[config.mk]
export PLATFORM = sky130hd
export DESIGN_NAME = ro_tdc_sequencer
export DESIGN_NICKNAME = d
export VERILOG_FILES = /design/src/rtl/ro_tdc_pkg.sv /design/src/rtl/ro_tdc_resbank.sv /design/src/rtl/ro_tdc_sequencer.sv
export SDC_FILE = /design/constraint.sdc
export NUM_CORES = 1
export LEC_CHECK = 0
export BUFFER_PORTS_ARGS = -buffer_cell sky130_fd_sc_hd__buf_2
export CORE_MARGIN = 3
export CORE_UTILIZATION = 40
export CTS_CLUSTER_SIZE = 10
export DETAILED_ROUTE_END_ITERATION = 16
export PLACE_DENSITY_LB_ADDON = 0.25
export SYNTH_ARGS = -nofsm -noshare
export SYNTH_HDL_FRONTEND = slang
export SYNTH_SLANG_ARGS = --single-unit
export TNS_END_PERCENT = 50
[constraint.sdc]
create_clock -name clk -period 3.3 [get_ports clk]
set_input_delay 0.495 -clock clk [delete_from_list [all_inputs] [get_ports clk]]
set_output_delay 0.495 -clock clk [all_outputs]
set_load 0.1 [all_outputs]
[src/rtl/ro_tdc_pkg.sv]
// Shared types and constants for the ring-oscillator TDC sequencer.
// Holds the state encoding, the gate-length table, the widths and small helpers.
package ro_tdc_pkg;
    localparam int CNT_W  = 16;
    localparam int NCH    = 4;
    localparam int CH_W   = 2;
    localparam int GCNT_W = 13;

    typedef enum logic [2:0] {
        IDLE,
        SELECT,
        SETTLE,
        GATE,
        CAPTURE,
        NEXT
    } state_t;

    localparam logic [GCNT_W-1:0] GATE_LEN [4] = '{13'd64, 13'd256, 13'd1024, 13'd4096};

    function automatic logic [GCNT_W-1:0] gate_load(input logic [1:0] sel);
        return GATE_LEN[sel] - GCNT_W'(1);
    endfunction

    function automatic logic [CH_W-1:0] lowest_ch(input logic [NCH-1:0] m);
        logic [CH_W-1:0] idx;
        idx = '0;
        for (int i = NCH - 1; i >= 0; i--) begin
            if (m[i]) idx = CH_W'(i);
        end
        return idx;
    endfunction
endpackage

[src/rtl/ro_tdc_resbank.sv]
// Per-channel result registers with valid/ovf flags and a combinational byte readback.
// Writes land one cycle after wr; readback has no latency and no flow control.
module ro_tdc_resbank
    import ro_tdc_pkg::*;
(
    input  logic             clk,
    input  logic             rst_n,
    input  logic             clr,
    input  logic [CH_W-1:0]  clr_ch,
    input  logic             wr,
    input  logic [CH_W-1:0]  wr_ch,
    input  logic [CNT_W-1:0] wr_data,
    input  logic             wr_ovf,
    input  logic [CH_W-1:0]  rd_chan,
    input  logic             rd_hi,
    output logic [7:0]       rd_data,
    output logic [NCH-1:0]   valid,
    output logic [NCH-1:0]   ovf
);
    logic [CNT_W-1:0] res [NCH];

    always_ff @(posedge clk or negedge rst_n) begin
        if (!rst_n) begin
            for (int i = 0; i < NCH; i++) res[i] <= '0;
            valid <= '0;
            ovf   <= '0;
        end else begin
            if (clr) valid[clr_ch] <= 1'b0;
            if (wr) begin
                res[wr_ch]   <= wr_data;
                ovf[wr_ch]   <= wr_ovf;
                valid[wr_ch] <= 1'b1;
            end
        end
    end

    // Stale data stays readable while valid is low; only the flag tells it apart.
    assign rd_data = rd_hi ? res[rd_chan][15:8] : res[rd_chan][7:0];
endmodule

[src/rtl/ro_tdc_sequencer.sv]
// Sweeps the masked RO channels: select, settle, gate the TDC counter, capture the count.
// Per channel 1+SETTLE_CYC+gate+CAP_LAT cycles plus one NEXT cycle; abort wins over everything.
module ro_tdc_sequencer
    import ro_tdc_pkg::*;
#(
    parameter int SETTLE_CYC = 16,
    parameter int CAP_LAT    = 2
) (
    input  logic             clk,
    input  logic             rst_n,
    input  logic             start,
    input  logic             abort,
    input  logic [NCH-1:0]   chan_mask,
    input  logic [1:0]       gate_sel,
    input  logic             cont,
    input  logic [CNT_W-1:0] ro_count,
    input  logic             ro_ovf,
    output logic [CH_W-1:0]  ro_sel,
    output logic             ro_en,
    output logic             cnt_clr,
    output logic             cnt_gate,
    output logic             busy,
    output logic             done,
    input  logic [CH_W-1:0]  rd_chan,
    input  logic             rd_hi,
    output logic [7:0]       rd_data,
    output logic [NCH-1:0]   valid,
    output logic [NCH-1:0]   ovf
);
    state_t              state, state_n;
    logic [NCH-1:0]      sh_mask, visited, visited_n, rem;
    logic [1:0]          sh_gate;
    logic                sh_cont, load_sh;
    logic [CH_W-1:0]     sel_q, sel_n;
    logic [GCNT_W-1:0]   tmr, tmr_n;
    logic                cap_wr, vld_clr;

    always_ff @(posedge clk or negedge rst_n) begin
        if (!rst_n) begin
            state   <= IDLE;
            sh_mask <= '0;
            sh_gate <= '0;
            sh_cont <= 1'b0;
            visited <= '0;
            sel_q   <= '0;
            tmr     <= '0;
        end else begin
            state   <= state_n;
            visited <= visited_n;
            sel_q   <= sel_n;
            tmr     <= tmr_n;
            if (load_sh) begin
                sh_mask <= chan_mask;
                sh_gate <= gate_sel;
                sh_cont <= cont;
            end
        end
    end

    assign rem = sh_mask & ~visited;

    always_comb begin
        state_n   = state;
        visited_n = visited;
        sel_n     = sel_q;
        tmr_n     = tmr;
        load_sh   = 1'b0;
        done      = 1'b0;
        cap_wr    = 1'b0;
        vld_clr   = 1'b0;
        case (state)
            IDLE: begin
                if (start) begin
                    load_sh   = 1'b1;
                    visited_n = '0;
                    state_n   = NEXT;
                end
            end
            NEXT: begin
                if (rem != '0) begin
                    sel_n   = lowest_ch(rem);
                    state_n = SELECT;
                end else begin
                    done      = 1'b1;
                    visited_n = '0;
                    // Continuous mode restarts straight into the first channel so every
                    // sweep, first or repeated, has the same length.
                    if (sh_cont && sh_mask != '0) begin
                        sel_n   = lowest_ch(sh_mask);
                        state_n = SELECT;
                    end else if (sh_cont) begin
                        state_n = NEXT;
                    end else begin
                        state_n = IDLE;
                    end
                end
            end
            SELECT: begin
                vld_clr = 1'b1;
                tmr_n   = GCNT_W'(SETTLE_CYC - 1);
                state_n = SETTLE;
            end
            SETTLE: begin
                if (tmr == '0) begin
                    tmr_n   = gate_load(sh_gate);
                    state_n = GATE;
                end else begin
                    tmr_n = tmr - GCNT_W'(1);
                end
            end
            GATE: begin
                if (tmr == '0) begin
                    tmr_n   = GCNT_W'(CAP_LAT - 1);
                    state_n = CAPTURE;
                end else begin
                    tmr_n = tmr - GCNT_W'(1);
                end
            end
            CAPTURE: begin
                if (tmr == '0) begin
                    cap_wr    = 1'b1;
                    visited_n = visited | (NCH'(1) << sel_q);
                    state_n   = NEXT;
                end else begin
                    tmr_n = tmr - GCNT_W'(1);
                end
            end
            default: state_n = IDLE;
        endcase

        if (abort) begin
            state_n   = IDLE;
            load_sh   = 1'b0;
            done      = 1'b0;
            cap_wr    = 1'b0;
            visited_n = visited;
            sel_n     = sel_q;
        end
    end

    assign ro_sel   = sel_q;
    assign busy     = (state != IDLE);
    assign ro_en    = (state == SELECT) || (state == SETTLE) || (state == GATE) || (state == CAPTURE);
    assign cnt_clr  = (state == SELECT);
    assign cnt_gate = (state == GATE);

    ro_tdc_resbank u_resbank (
        .clk     (clk),
        .rst_n   (rst_n),
        .clr     (vld_clr),
        .clr_ch  (sel_q),
        .wr      (cap_wr),
        .wr_ch   (sel_q),
        .wr_data (ro_count),
        .wr_ovf  (ro_ovf),
        .rd_chan (rd_chan),
        .rd_hi   (rd_hi),
        .rd_data (rd_data),
        .valid   (valid),
        .ovf     (ovf)
    );
endmodule

Word-level counts from Yosys, hierarchy flattened
Index checks and enable logic that the tools add are counted.

Multiplexer cells: 52. Eq/ne operators: 13. Reduce and logical (&&, ||, !) cells: 18. $lt $le $gt $ge: 6. Add/sub/neg operators: 2. Shift-type cells: 1. Bitwise logic cells: 10.

Operators with widths (number): 2-to-1 mux 13 bit (5); bitwise mux 64 bit (1); one-hot mux 13 bit (4 select lines) (1); 2-to-1 mux 16 bit (3); binary-select mux 16 bit (select 2 bit) (1); demux 16 bit (select 2 bit) (1); binary-select mux 13 bit (select 2 bit) (1); subtractor 13 x 1 -> 13 bit (second input constant) (2); 2-to-1 mux 3 bit (8); 2-to-1 mux 2 bit (10); 2-to-1 mux 4 bit (5); one-hot mux 3 bit (6 select lines) (1); logical NOT 13 bit (1); one-hot mux 4 bit (3 select lines) (1); nonzero test 4 bit (3); 2-to-1 mux 1 bit (11); greater-or-equal comparator 3 bit (second input constant) (3); inequality test 3 bit (second input constant) (3); NOT 2 -> 3 bit (3); AND 4 bit (2); 2-to-1 mux 8 bit (1); inequality test 2 bit (second input constant) (4); NOT 4 bit (2); OR 4 bit (2); other kinds (20) (27).

Flip-flop bits (word level): 101. Input bits: 31. Output and inout bits: 23. Logic and storage cells: 115.

Depth between registers and ports, before layout
Gate-level depths: netlist of the first run.

Depth after elaboration: 9. Depth in mapped cells: 8. Depth with buffers taken out: 7.

Modules after synthesis
Synthesis of the first run repeated with hierarchy kept, for this count alone.

Cell total of the unflattened synthesis: 428. Area total of the unflattened synthesis: 5287.6 µm².

By module, submodules not included: ro_tdc_resbank (instances 1, cells each 189, area an instance 3236.9 µm², seq. area each 1801.7 µm²); ro_tdc_sequencer (instances 1, cells each 239, area an instance 2050.7 µm², seq. area each 725.7 µm²).

Least setup slack after synthesis of the first run
Ideal clock, no wire load.

Path kind: in2out. Start: input port rd_chan[0]. End: output port rd_data[0]. Data arrival time: 2.462 ns. Stages: 4. Buffers on the path: 2. Setup slack: 0.343 ns. Required time: 2.805 ns. Cells stage by stage: clkbuf_1 -> buf_1 -> mux4_2 -> mux2_2.

Longest elaborated chain between the ends: 5.

Ends and longest elaborated chain: from (decl) (RTL line ro_tdc_sequencer.sv:24) `input logic [CH_W-1:0] rd_chan,`; NOT 2 -> 3 bit (not written as such) (RTL line ro_tdc_resbank.sv:38) `assign rd_data = rd_hi ? res[rd_chan][15:8] : res[rd_chan][7:0];`; binary-select mux 16 bit (select 2 bit) (RTL line ro_tdc_resbank.sv:38); 2-to-1 mux 16 bit (not written as such) (2 in series) (RTL line ro_tdc_resbank.sv:38); 2-to-1 mux 8 bit (RTL line ro_tdc_resbank.sv:38); to (decl) (RTL line ro_tdc_sequencer.sv:26) `output logic [7:0] rd_data,`.

No other way between the ends. The select of a mux whose other input is x is not followed.

Final worst setup path of the first run
Start: register state[1]. End: output port ro_en.

Longest elaborated chain between the ends: 4. Elaborated cells on any way between the ends: 7. Classes of those cells: eq/ne (4); reduce/logical (3).

Ends and longest elaborated chain: from (decl) (RTL line ro_tdc_sequencer.sv:30) `state_t state, state_n;`; from (signal assigned) (RTL line ro_tdc_sequencer.sv:48) `state <= state_n;`; == test 3 x 1 -> 1 bit / == test 3 x 2 -> 1 bit (equally long branches) (RTL line ro_tdc_sequencer.sv:143) `assign ro_en = (state == SELECT) || (state == SETTLE) || (state == GATE) || (state == CAPTURE);`; logical OR 1 bit (2 in series) (RTL line ro_tdc_sequencer.sv:143); logical OR 1 bit (*) (RTL line ro_tdc_sequencer.sv:143); to (decl) (RTL line ro_tdc_sequencer.sv:19) `output logic ro_en,`.

Mark *: on every way between the ends. The rest lies on a longest branch, timed or not.

==> impl_metrics.prom, run 1 <==
# TYPE chip_impl_metric gauge
chip_impl_info{name="status",value="finished clean"} 1
chip_impl_info{name="tritoncts_clock_tree",value="yes"} 1
chip_impl_metric{name="setup_ws",unit="ps"} 486
chip_impl_metric{name="finish_stage_setup_viols",unit=""} 0
chip_impl_metric{name="area_growth_syn_to_layout",unit="%"} 13.7
chip_impl_metric{name="timing.slew.headroom",unit="%"} 25.7
chip_impl_metric{name="route.detailed.wl_per_inst",unit="um"} 17.5
chip_impl_metric{name="detailed_place.area",unit="um2"} 5630
chip_impl_metric{name="replace_congestion",unit=""} 0.902
chip_impl_metric{name="cp.required",unit="ps"} 2800
chip_impl_metric{name="synth_compound_gate_area_share",unit="%"} 9.94
chip_impl_metric{name="power-per-cell-area",unit="nW/um2"} 894
chip_impl_metric{name="pre_cts_slack",unit="ps"} 670
chip_impl_metric{name="finalClockSkew",unit="ps"} 7.75
chip_impl_metric{name="drtAntennaViolNets",unit=""} 0
chip_impl_metric{name="ir_worst_vdd",unit="V"} 0.000630
chip_impl_metric{name="synth_cells",unit=""} 425
chip_impl_info{name="ys_dominant_reg_cell",value="sky130_fd_sc_hd__dfrtp_1"} 1
chip_impl_metric{name="synthArstFlopShare",unit="%"} 100
chip_impl_metric{name="p_leak",unit="nW"} 2.78
chip_impl_metric{name="timing.final.max_slew_violations",unit=""} 0
chip_impl_metric{name="synth-xor-area-share",unit="%"} 0.168
chip_impl_metric{name="design.die.area",unit="um2"} 14400
chip_impl_metric{name="hpwlAfterDp",unit="mm"} 7.84
chip_impl_metric{name="drtPass1Iterations",unit=""} 4
chip_impl_metric{name="cts_inserted_buffers",unit=""} 9
chip_impl_metric{name="layout_worst_path_cycle_share",unit="%"} 85.3
chip_impl_metric{name="finish.instance_area",unit="um2"} 5920
chip_impl_metric{name="post_route_cells_drive_above_1_share",unit="%"} 40.7
chip_impl_metric{name="dieWidth",unit="um"} 120
chip_impl_info{name="startpoint_kind_of_the_worst_setup_timing_path",value="register"} 1
chip_impl_info{name="rsz0062_at_grt",value="false"} 1
chip_impl_metric{name="floorplan.initialDensity",unit="%"} 41.1
chip_impl_metric{name="cap_violations",unit=""} 0
chip_impl_metric{name="warning_count_from_the_yosys_run",unit=""} 0
chip_impl_info{name="cts_root_buffer",value="sky130_fd_sc_hd__clkbuf_16"} 1
chip_impl_metric{name="grt_pass1_vias",unit=""} 3681
chip_impl_info{name="r2r_start",value="tmr[2]$_DFFE_PN0P_"} 1
chip_impl_metric{name="cts_hold_repair.buffers",unit=""} 0
chip_impl_metric{name="netlist_area",unit="um2"} 5210
chip_impl_metric{name="synthMuxAreaShare",unit="%"} 25.8
chip_impl_info{name="synth_top_family_by_area",value="multiplexers"} 1
chip_impl_metric{name="vias_per_cell",unit=""} 5.58
chip_impl_metric{name="core",unit="um2"} 12700
chip_impl_info{name="critPathKind",value="register to output pin"} 1
chip_impl_metric{name="die_height",unit="um"} 120
chip_impl_metric{name="synth_enable_flop_cells",unit=""} 0
chip_impl_metric{name="synth_simple_gate_area_share",unit="%"} 11.5
chip_impl_metric{name="clock-sinks",unit=""} 101
chip_impl_metric{name="floorplan.io_pins",unit=""} 54
chip_impl_metric{name="path_max_fanout",unit=""} 19
chip_impl_metric{name="route.detailed.drc",unit=""} 0
chip_impl_info{name="r2r-end",value="u_resbank.res[63]$_DFFE_PN0P_"} 1
chip_impl_info{name="cp-endpoint",value="ro_en"} 1
chip_impl_metric{name="via_count",unit=""} 3632
chip_impl_metric{name="syn_avg_cell_area",unit="um2"} 12.3
chip_impl_metric{name="worst_skew_pair.late_latency",unit="ps"} 350
chip_impl_metric{name="cts.repair.resized",unit=""} 0
chip_impl_metric{name="ctsLongestPathBuffers",unit=""} 2
chip_impl_metric{name="drtIter0Drc",unit=""} 242
chip_impl_metric{name="synth_adder_area_share",unit="%"} 0.721
chip_impl_metric{name="sum_of_overflow_across_all_layers_after_global_routing",unit=""} 0
chip_impl_metric{name="routed_wl",unit="mm"} 11.4
chip_impl_metric{name="grt_antenna_before_repair",unit=""} 0
chip_impl_metric{name="cts-htree-levels",unit=""} 3
chip_impl_metric{name="cts_post_setup_buffers_inserted",unit=""} 0
chip_impl_metric{name="synth_fp_nets",unit=""} 459
chip_impl_metric{name="final_nets",unit=""} 508
chip_impl_metric{name="worst_setup_hold_path_clk_slew",unit="ps"} 70
chip_impl_metric{name="post_route_utilization",unit="%"} 46.7
chip_impl_metric{name="worstPathArrival",unit="ps"} 2320
chip_impl_metric{name="port_buffers",unit=""} 53
chip_impl_info{name="synth_top_area_cells",value="sky130_fd_sc_hd__dfrtp_1 49%, sky130_fd_sc_hd__mux2_2 18%, sky130_fd_sc_hd__mux4_2 6.9%, sky130_fd_sc_hd__nor2_1 1.8%, sky130_fd_sc_hd__o21ai_0 1.7%"} 1
chip_impl_metric{name="post-synth-top-area-fraction",unit="%"} 48.5
chip_impl_metric{name="setup_total_negative_slack",unit="ps"} 0
chip_impl_metric{name="ff2ff_setup_slack",unit="ps"} 730
chip_impl_metric{name="reg2reg_depth",unit=""} 6
chip_impl_metric{name="synth.lib_cells_used.distinct",unit=""} 57
chip_impl_info{name="critical_path.endpoint_type",value="output pin"} 1
chip_impl_metric{name="yosysSeqAreaShare",unit="%"} 48.5
chip_impl_metric{name="number_of_hold_violations_in_the_final_report",unit=""} 0
chip_impl_metric{name="ant_cells",unit=""} 0
chip_impl_metric{name="track_usage",unit="%"} 16.4
chip_impl_metric{name="grt_pass1_wl",unit="mm"} 18.7
chip_impl_info{name="hold_path_class",value="input port to async pin"} 1
chip_impl_metric{name="finalCriticalPeriod",unit="ps"} 2810
chip_impl_info{name="yosysTopAreaCell",value="sky130_fd_sc_hd__dfrtp_1"} 1
chip_impl_metric{name="worst-slew-pin-transition",unit="ps"} 1110
chip_impl_info{name="timing_startpoint_of_the_critical_path",value="state[1]$_DFFE_PN0P_"} 1
chip_impl_metric{name="placement_rows",unit=""} 41
chip_impl_metric{name="timing.fmax",unit="MHz"} 355
chip_impl_metric{name="grt_max_degree",unit=""} 90
chip_impl_metric{name="ys_ff_latch",unit=""} 101
[synth_stat cells, types with 2 or more instances]
library cell and instances:
sky130_fd_sc_hd__mux2_2 84, sky130_fd_sc_hd__buf_6 4, sky130_fd_sc_hd__nor2_2 4, sky130_fd_sc_hd__ha_1 3
sky130_fd_sc_hd__mux4_2 16, sky130_fd_sc_hd__nand4_1 2, sky130_fd_sc_hd__nand2b_1 9, sky130_fd_sc_hd__a41oi_1 3
sky130_fd_sc_hd__o22a_1 2, sky130_fd_sc_hd__nor2_1 25, sky130_fd_sc_hd__clkbuf_1 12, sky130_fd_sc_hd__mux2i_1 4
sky130_fd_sc_hd__nor2b_1 5, sky130_fd_sc_hd__a21oi_1 14, sky130_fd_sc_hd__or2_2 4, sky130_fd_sc_hd__nor4_1 7
sky130_fd_sc_hd__o21a_1 2, sky130_fd_sc_hd__o21ai_0 18, sky130_fd_sc_hd__buf_2 3, sky130_fd_sc_hd__and3_1 2
sky130_fd_sc_hd__a211oi_1 4, sky130_fd_sc_hd__or3_1 6, sky130_fd_sc_hd__nor3_1 8, sky130_fd_sc_hd__buf_1 3
sky130_fd_sc_hd__nand3_1 9, sky130_fd_sc_hd__a22o_1 2, sky130_fd_sc_hd__a21o_1 2, sky130_fd_sc_hd__a31oi_1 6
sky130_fd_sc_hd__dfrtp_1 101, sky130_fd_sc_hd__o22ai_1 3, sky130_fd_sc_hd__or4_4 2, sky130_fd_sc_hd__o211ai_1 5
sky130_fd_sc_hd__inv_1 9, sky130_fd_sc_hd__buf_4 3, sky130_fd_sc_hd__o32ai_1 2, sky130_fd_sc_hd__nand2_1 15
sky130_fd_sc_hd__a221oi_1 2
[routing by layer]
metal	vias up	track usage, %	routed length [um]	share of wire (%)
met5	-	0	0	0
met4	0	4.08	135	1.2
met3	9	4.34	515	4.5
met2	91	26.7	5600	49
met1	1836	21.9	5150	45
li1	1696	-	-	-
[power breakdown]
part	switching [mW]	internal, mW
Combinational	1.59	0.786
Clock	0.493	0.547
Sequential	0.324	1.55
Total	2.41	2.88
[cells in the final DEF (no fill, tap or decap), types with 7 or more instances in the layout]
| cell type | netlist | layout |
|---|---|---|
| sky130_fd_sc_hd__a21oi_1 | 14 | 14 |
| sky130_fd_sc_hd__nand2_1 | 15 | 15 |
| sky130_fd_sc_hd__inv_1 | 9 | 9 |
| sky130_fd_sc_hd__nor2_1 | 25 | 25 |
| sky130_fd_sc_hd__nand2b_1 | 9 | 9 |
| sky130_fd_sc_hd__clkbuf_16 | 0 | 9 |
| sky130_fd_sc_hd__nor3_1 | 8 | 8 |
| sky130_fd_sc_hd__mux4_2 | 16 | 16 |
| sky130_fd_sc_hd__o21ai_0 | 18 | 18 |
| sky130_fd_sc_hd__nor4_1 | 7 | 7 |
| sky130_fd_sc_hd__buf_2 | 3 | 52 |
| sky130_fd_sc_hd__mux2_2 | 84 | 84 |
| sky130_fd_sc_hd__nand3_1 | 9 | 9 |
| sky130_fd_sc_hd__dfrtp_1 | 101 | 101 |
| sky130_fd_sc_hd__buf_4 | 3 | 11 |
[how the worst min path moves through the flow]
stage	from	to	slack (ps)	depth (start not counted)
floorplan	rst_n	async pin	200	0
global placement	tmr[12]$_DFFE_PN0P_	tmr[12]$_DFFE_PN0P_	460	1
detailed placement	u_resbank.valid[0]$_DFF_PN0_	u_resbank.valid[0]$_DFF_PN0_	460	1
CTS	cont	sh_cont$_DFFE_PN0P_	360	2
global route	gate_sel[1]	sh_gate[1]$_DFFE_PN0P_	370	2
finish	rst_n	u_resbank.res[62]$_DFFE_PN0P_	340	1
[cells by family after synthesis]
family                   after synthesis
AO/OA/AOI/OAI                         75
XOR/XNOR                               1
adder cells (fa/ha/maj)                3
buffers and inverters                 34
flip-flops                           101
multiplexers                         104
AND/OR/NAND/NOR                      107
[through the flow]
stage	cells	hold slack (ps)	total power, mW
global route	651	371	5.62
finish	651	344	5.29
CTS	651	364	5.33
detailed placement	635	465	4.26
floorplan	425	199	3.79
global placement	635	462	4.22
[worst max-delay path, stage by stage (launching register included)]
cell                      delay (ps)
sky130_fd_sc_hd__dfrtp_1         630
sky130_fd_sc_hd__nor2_1          610
sky130_fd_sc_hd__xnor2_1         240
sky130_fd_sc_hd__buf_2           480
[area by class of cell]
cell class              count  area (um2)
clock inverters             6        55.1
multi-input cells         290        2510
clock buffers              10         239
fillers                  1200        6750
flip-flops and latches    101        2530
well taps                 172         215
repair buffers             63         343
inverters                   9        33.8
[sequential cells by signal (all words and copies together), names as in the netlist, named ones only]
register	count
ro_sel	2
sh_cont	1
sh_gate	2
sh_mask	4
state	3
tmr	13
u_resbank.ovf	4
u_resbank.res	64
u_resbank.valid	3
visited	4
Power figures use the tool's default switching activity.
==> inputs of run 2 (changes only) <==
--- a/config.mk
+++ b/config.mk
@@ -6,6 +6,8 @@
 export NUM_CORES = 1
 export LEC_CHECK = 0
 export BUFFER_PORTS_ARGS = -buffer_cell sky130_fd_sc_hd__buf_2
+export CELL_PAD_IN_SITES_DETAIL_PLACEMENT = 0
+export CELL_PAD_IN_SITES_GLOBAL_PLACEMENT = 2
 export CORE_MARGIN = 3
 export CORE_UTILIZATION = 40
 export CTS_CLUSTER_SIZE = 10
==> run 2 against run 1 <==
Sequential share of layout area shrank 0.37 points. Routed wire length grew 8.6%. Non-clock buffer count shrank 1. Worst setup slack gained 27 ps. Clock power grew 15%.
==> impl_metrics.prom, run 2 (synthesized netlist as in run 1, its figures left out) <==
# TYPE chip_impl_metric gauge
chip_impl_info{name="status",value="finished clean"} 1
chip_impl_metric{name="cts-htree-levels",unit=""} 3
chip_impl_info{name="timing.critical_path.cells",value="inv_1, nand2_1, or3_1, nor2_1, buf_2"} 1
chip_impl_metric{name="grt_pass1_vias",unit=""} 3800
chip_impl_info{name="tritoncts_clock_tree",value="yes"} 1
chip_impl_metric{name="drtPass1Iterations",unit=""} 4
chip_impl_info{name="cts_root_buffer",value="sky130_fd_sc_hd__clkbuf_16"} 1
chip_impl_metric{name="cell_internal_pwr",unit="mW"} 3.06
chip_impl_metric{name="final_nets",unit=""} 507
chip_impl_metric{name="cp_num_cells",unit=""} 5
chip_impl_metric{name="max_reg_flops",unit=""} 64
chip_impl_metric{name="grt_antenna_before_repair",unit=""} 0
chip_impl_metric{name="finalCriticalPeriod",unit="ps"} 2790
chip_impl_metric{name="fin_cells",unit=""} 650
chip_impl_info{name="r2r_start",value="tmr[2]$_DFFE_PN0P_"} 1
chip_impl_info{name="cp-endpoint",value="done"} 1
chip_impl_metric{name="route.detailed.drc",unit=""} 0
chip_impl_metric{name="place_inst",unit=""} 634
chip_impl_metric{name="worst-slew-pin-transition",unit="ps"} 844
chip_impl_metric{name="core",unit="um2"} 12700
chip_impl_metric{name="layout.filler_cells",unit=""} 1190
chip_impl_metric{name="replace_congestion",unit=""} 0.778
chip_impl_metric{name="grt_max_degree",unit=""} 61
chip_impl_metric{name="ff2ff_setup_slack",unit="ps"} 730
chip_impl_metric{name="worst_skew_pair.late_latency",unit="ps"} 350
chip_impl_metric{name="number_of_hold_violations_in_the_final_report",unit=""} 0
chip_impl_metric{name="cap_violations",unit=""} 0
chip_impl_info{name="crit_slowest_cell",value="sky130_fd_sc_hd__dfrtp_1"} 1
chip_impl_metric{name="ant_cells",unit=""} 0
chip_impl_info{name="critPathTopFamily",value="buffers and inverters"} 1
chip_impl_metric{name="sum_of_overflow_across_all_layers_after_global_routing",unit=""} 0
chip_impl_info{name="critPathKind",value="register to output pin"} 1
chip_impl_metric{name="cts.repair.resized",unit=""} 0
chip_impl_metric{name="setup_total_negative_slack",unit="ps"} 0
chip_impl_metric{name="cts_hold_repair.buffers",unit=""} 0
chip_impl_metric{name="via_count",unit=""} 3688
chip_impl_metric{name="power-per-cell-area",unit="nW/um2"} 922
chip_impl_metric{name="floorplan.io_pins",unit=""} 54
chip_impl_info{name="startpoint_kind_of_the_worst_setup_timing_path",value="register"} 1
chip_impl_metric{name="path_max_fanout",unit=""} 19
chip_impl_metric{name="ir_worst_vdd",unit="V"} 0.000581
chip_impl_metric{name="setup_ws",unit="ps"} 514
chip_impl_metric{name="worstPathArrival",unit="ps"} 2290
chip_impl_metric{name="ctsLongestPathBuffers",unit=""} 2
chip_impl_metric{name="cp_num_buf_inv",unit=""} 2
chip_impl_metric{name="die_height",unit="um"} 120
chip_impl_info{name="reg.largest.list",value="u_resbank.res (64), tmr (13)"} 1
chip_impl_metric{name="post_route_cells_drive_above_1_share",unit="%"} 40.6
chip_impl_metric{name="placement_rows",unit=""} 41
chip_impl_metric{name="slowest_delay",unit="ps"} 630
chip_impl_metric{name="gr-usage-met1",unit="%"} 27.2
chip_impl_metric{name="grt_util_met3",unit="%"} 3.06
chip_impl_metric{name="grtUsageMet2",unit="%"} 27.1
chip_impl_metric{name="cts_post_setup_buffers_inserted",unit=""} 0
chip_impl_metric{name="switching_power",unit="mW"} 2.44
chip_impl_metric{name="clock-sinks",unit=""} 101
chip_impl_metric{name="port_buffers",unit=""} 53
chip_impl_metric{name="grt_pass1_wl",unit="mm"} 20.6
chip_impl_metric{name="clkPwrFrac",unit="%"} 21.8
chip_impl_info{name="r2r-end",value="u_resbank.res[50]$_DFFE_PN0P_"} 1
chip_impl_metric{name="cp.required",unit="ps"} 2800
chip_impl_metric{name="dieWidth",unit="um"} 120
chip_impl_metric{name="timing.fmax",unit="MHz"} 359
chip_impl_metric{name="layout_worst_path_cycle_share",unit="%"} 84.4
chip_impl_metric{name="finalClockSkew",unit="ps"} 9.33
chip_impl_metric{name="vias_per_cell",unit=""} 5.67
chip_impl_metric{name="drtIter0Drc",unit=""} 226
chip_impl_metric{name="area_growth_syn_to_layout",unit="%"} 14.7
chip_impl_metric{name="combinationalPowerShare",unit="%"} 43.8
chip_impl_metric{name="drtAntennaViolNets",unit=""} 0
chip_impl_metric{name="hpwlAfterDp",unit="mm"} 8.45
chip_impl_metric{name="routed_wl",unit="mm"} 12.4
chip_impl_metric{name="finish_stage_setup_viols",unit=""} 0
chip_impl_info{name="hold_path_class",value="input port to async pin"} 1
chip_impl_info{name="regMostFlops",value="u_resbank.res"} 1
chip_impl_metric{name="p_leak",unit="nW"} 2.81
chip_impl_info{name="critical_path.endpoint_type",value="output pin"} 1
chip_impl_metric{name="timing.slew.headroom",unit="%"} 43.2
chip_impl_metric{name="worst_setup_hold_path_clk_slew",unit="ps"} 70
chip_impl_info{name="rsz0062_at_grt",value="false"} 1
chip_impl_metric{name="track_usage",unit="%"} 18.2
chip_impl_metric{name="power_frac_seq",unit="%"} 34.3
chip_impl_metric{name="sequential_cell_area",unit="um2"} 2530
chip_impl_metric{name="floorplan.initialDensity",unit="%"} 41.1
chip_impl_metric{name="route.detailed.wl_per_inst",unit="um"} 19.0
chip_impl_metric{name="switching_share_of_power",unit="%"} 44.4
chip_impl_info{name="most_utilized_layer_in_the_global_route_result",value="met1"} 1
chip_impl_metric{name="pre_cts_slack",unit="ps"} 651
chip_impl_info{name="layout.cells.most_common",value="sky130_fd_sc_hd__dfrtp_1"} 1
chip_impl_metric{name="reg2reg_depth",unit=""} 6
chip_impl_info{name="timing_startpoint_of_the_critical_path",value="state[1]$_DFFE_PN0P_"} 1
chip_impl_metric{name="timing.final.max_slew_violations",unit=""} 0
chip_impl_info{name="most-common-layout-cells",value="101 x sky130_fd_sc_hd__dfrtp_1, 84 x sky130_fd_sc_hd__mux2_2, 52 x sky130_fd_sc_hd__buf_2"} 1
chip_impl_metric{name="design.die.area",unit="um2"} 14400
chip_impl_metric{name="cts_inserted_buffers",unit=""} 9
chip_impl_metric{name="footprint_of_the_multi_input_gates",unit="um2"} 2510
==> run 2: cell type report <==
class                      instances  area share [%]
clock buffer                      11            4.23
timing repair buffer              62            5.82
sequential                       101            42.3
tap                              172            3.60
multi-input combinational        290            42.0
clock inverter                     5            1.47
inverter                           9           0.566
==> run 2: worst min-delay path by stage <==
| stage | endpoint | cells after the start | start | slack [ps] |
|---|---|---|---|---|
| 6_report | u_resbank.res[58]$_DFFE_PN0P_ | 1 | rst_n | 220 |
| 5_1_grt | u_resbank.res[58]$_DFFE_PN0P_ | 1 | rst_n | 290 |
| 4_1_cts | u_resbank.res[58]$_DFFE_PN0P_ | 1 | rst_n | 260 |
| 3_5_place_dp | tmr[12]$_DFFE_PN0P_ | 1 | tmr[12]$_DFFE_PN0P_ | 470 |
| 3_3_place_gp | tmr[12]$_DFFE_PN0P_ | 1 | tmr[12]$_DFFE_PN0P_ | 460 |
| 2_1_floorplan | async pin | 0 | rst_n | 200 |
==> run 2: metal layers <==
| layer | share of wire, % | vias to the layer above |
|---|---|---|
| met1 | 50 | 1905 |
| li1 | - | 1690 |
| met4 | 1.3 | 0 |
| met3 | 4.2 | 11 |
| met2 | 45 | 82 |
| met5 | 0 | - |
==> run 2: per-stage QoR <==
stage                     hold slack [ps]  power [mW]  area, um2  utilization, %
final                                 222        5.50       5970            47.1
after global routing                  286        5.85       5970            47.1
after CTS                             261        5.54       5970            47.1
after detailed placement              465        4.32       5630            44.5
after global placement                457        4.30       5630            44.5
after floorplan                       199        3.79       5210               -
==> run 2: power groups by stage <==
stage	combinational, mW	clock [mW]	sequential (mW)
floorplan	1.78	0	2.01
global placement	2.40	0	1.90
detailed placement	2.42	0	1.90
CTS	2.43	1.23	1.89
global route	2.62	1.28	1.94
finish	2.41	1.20	1.89
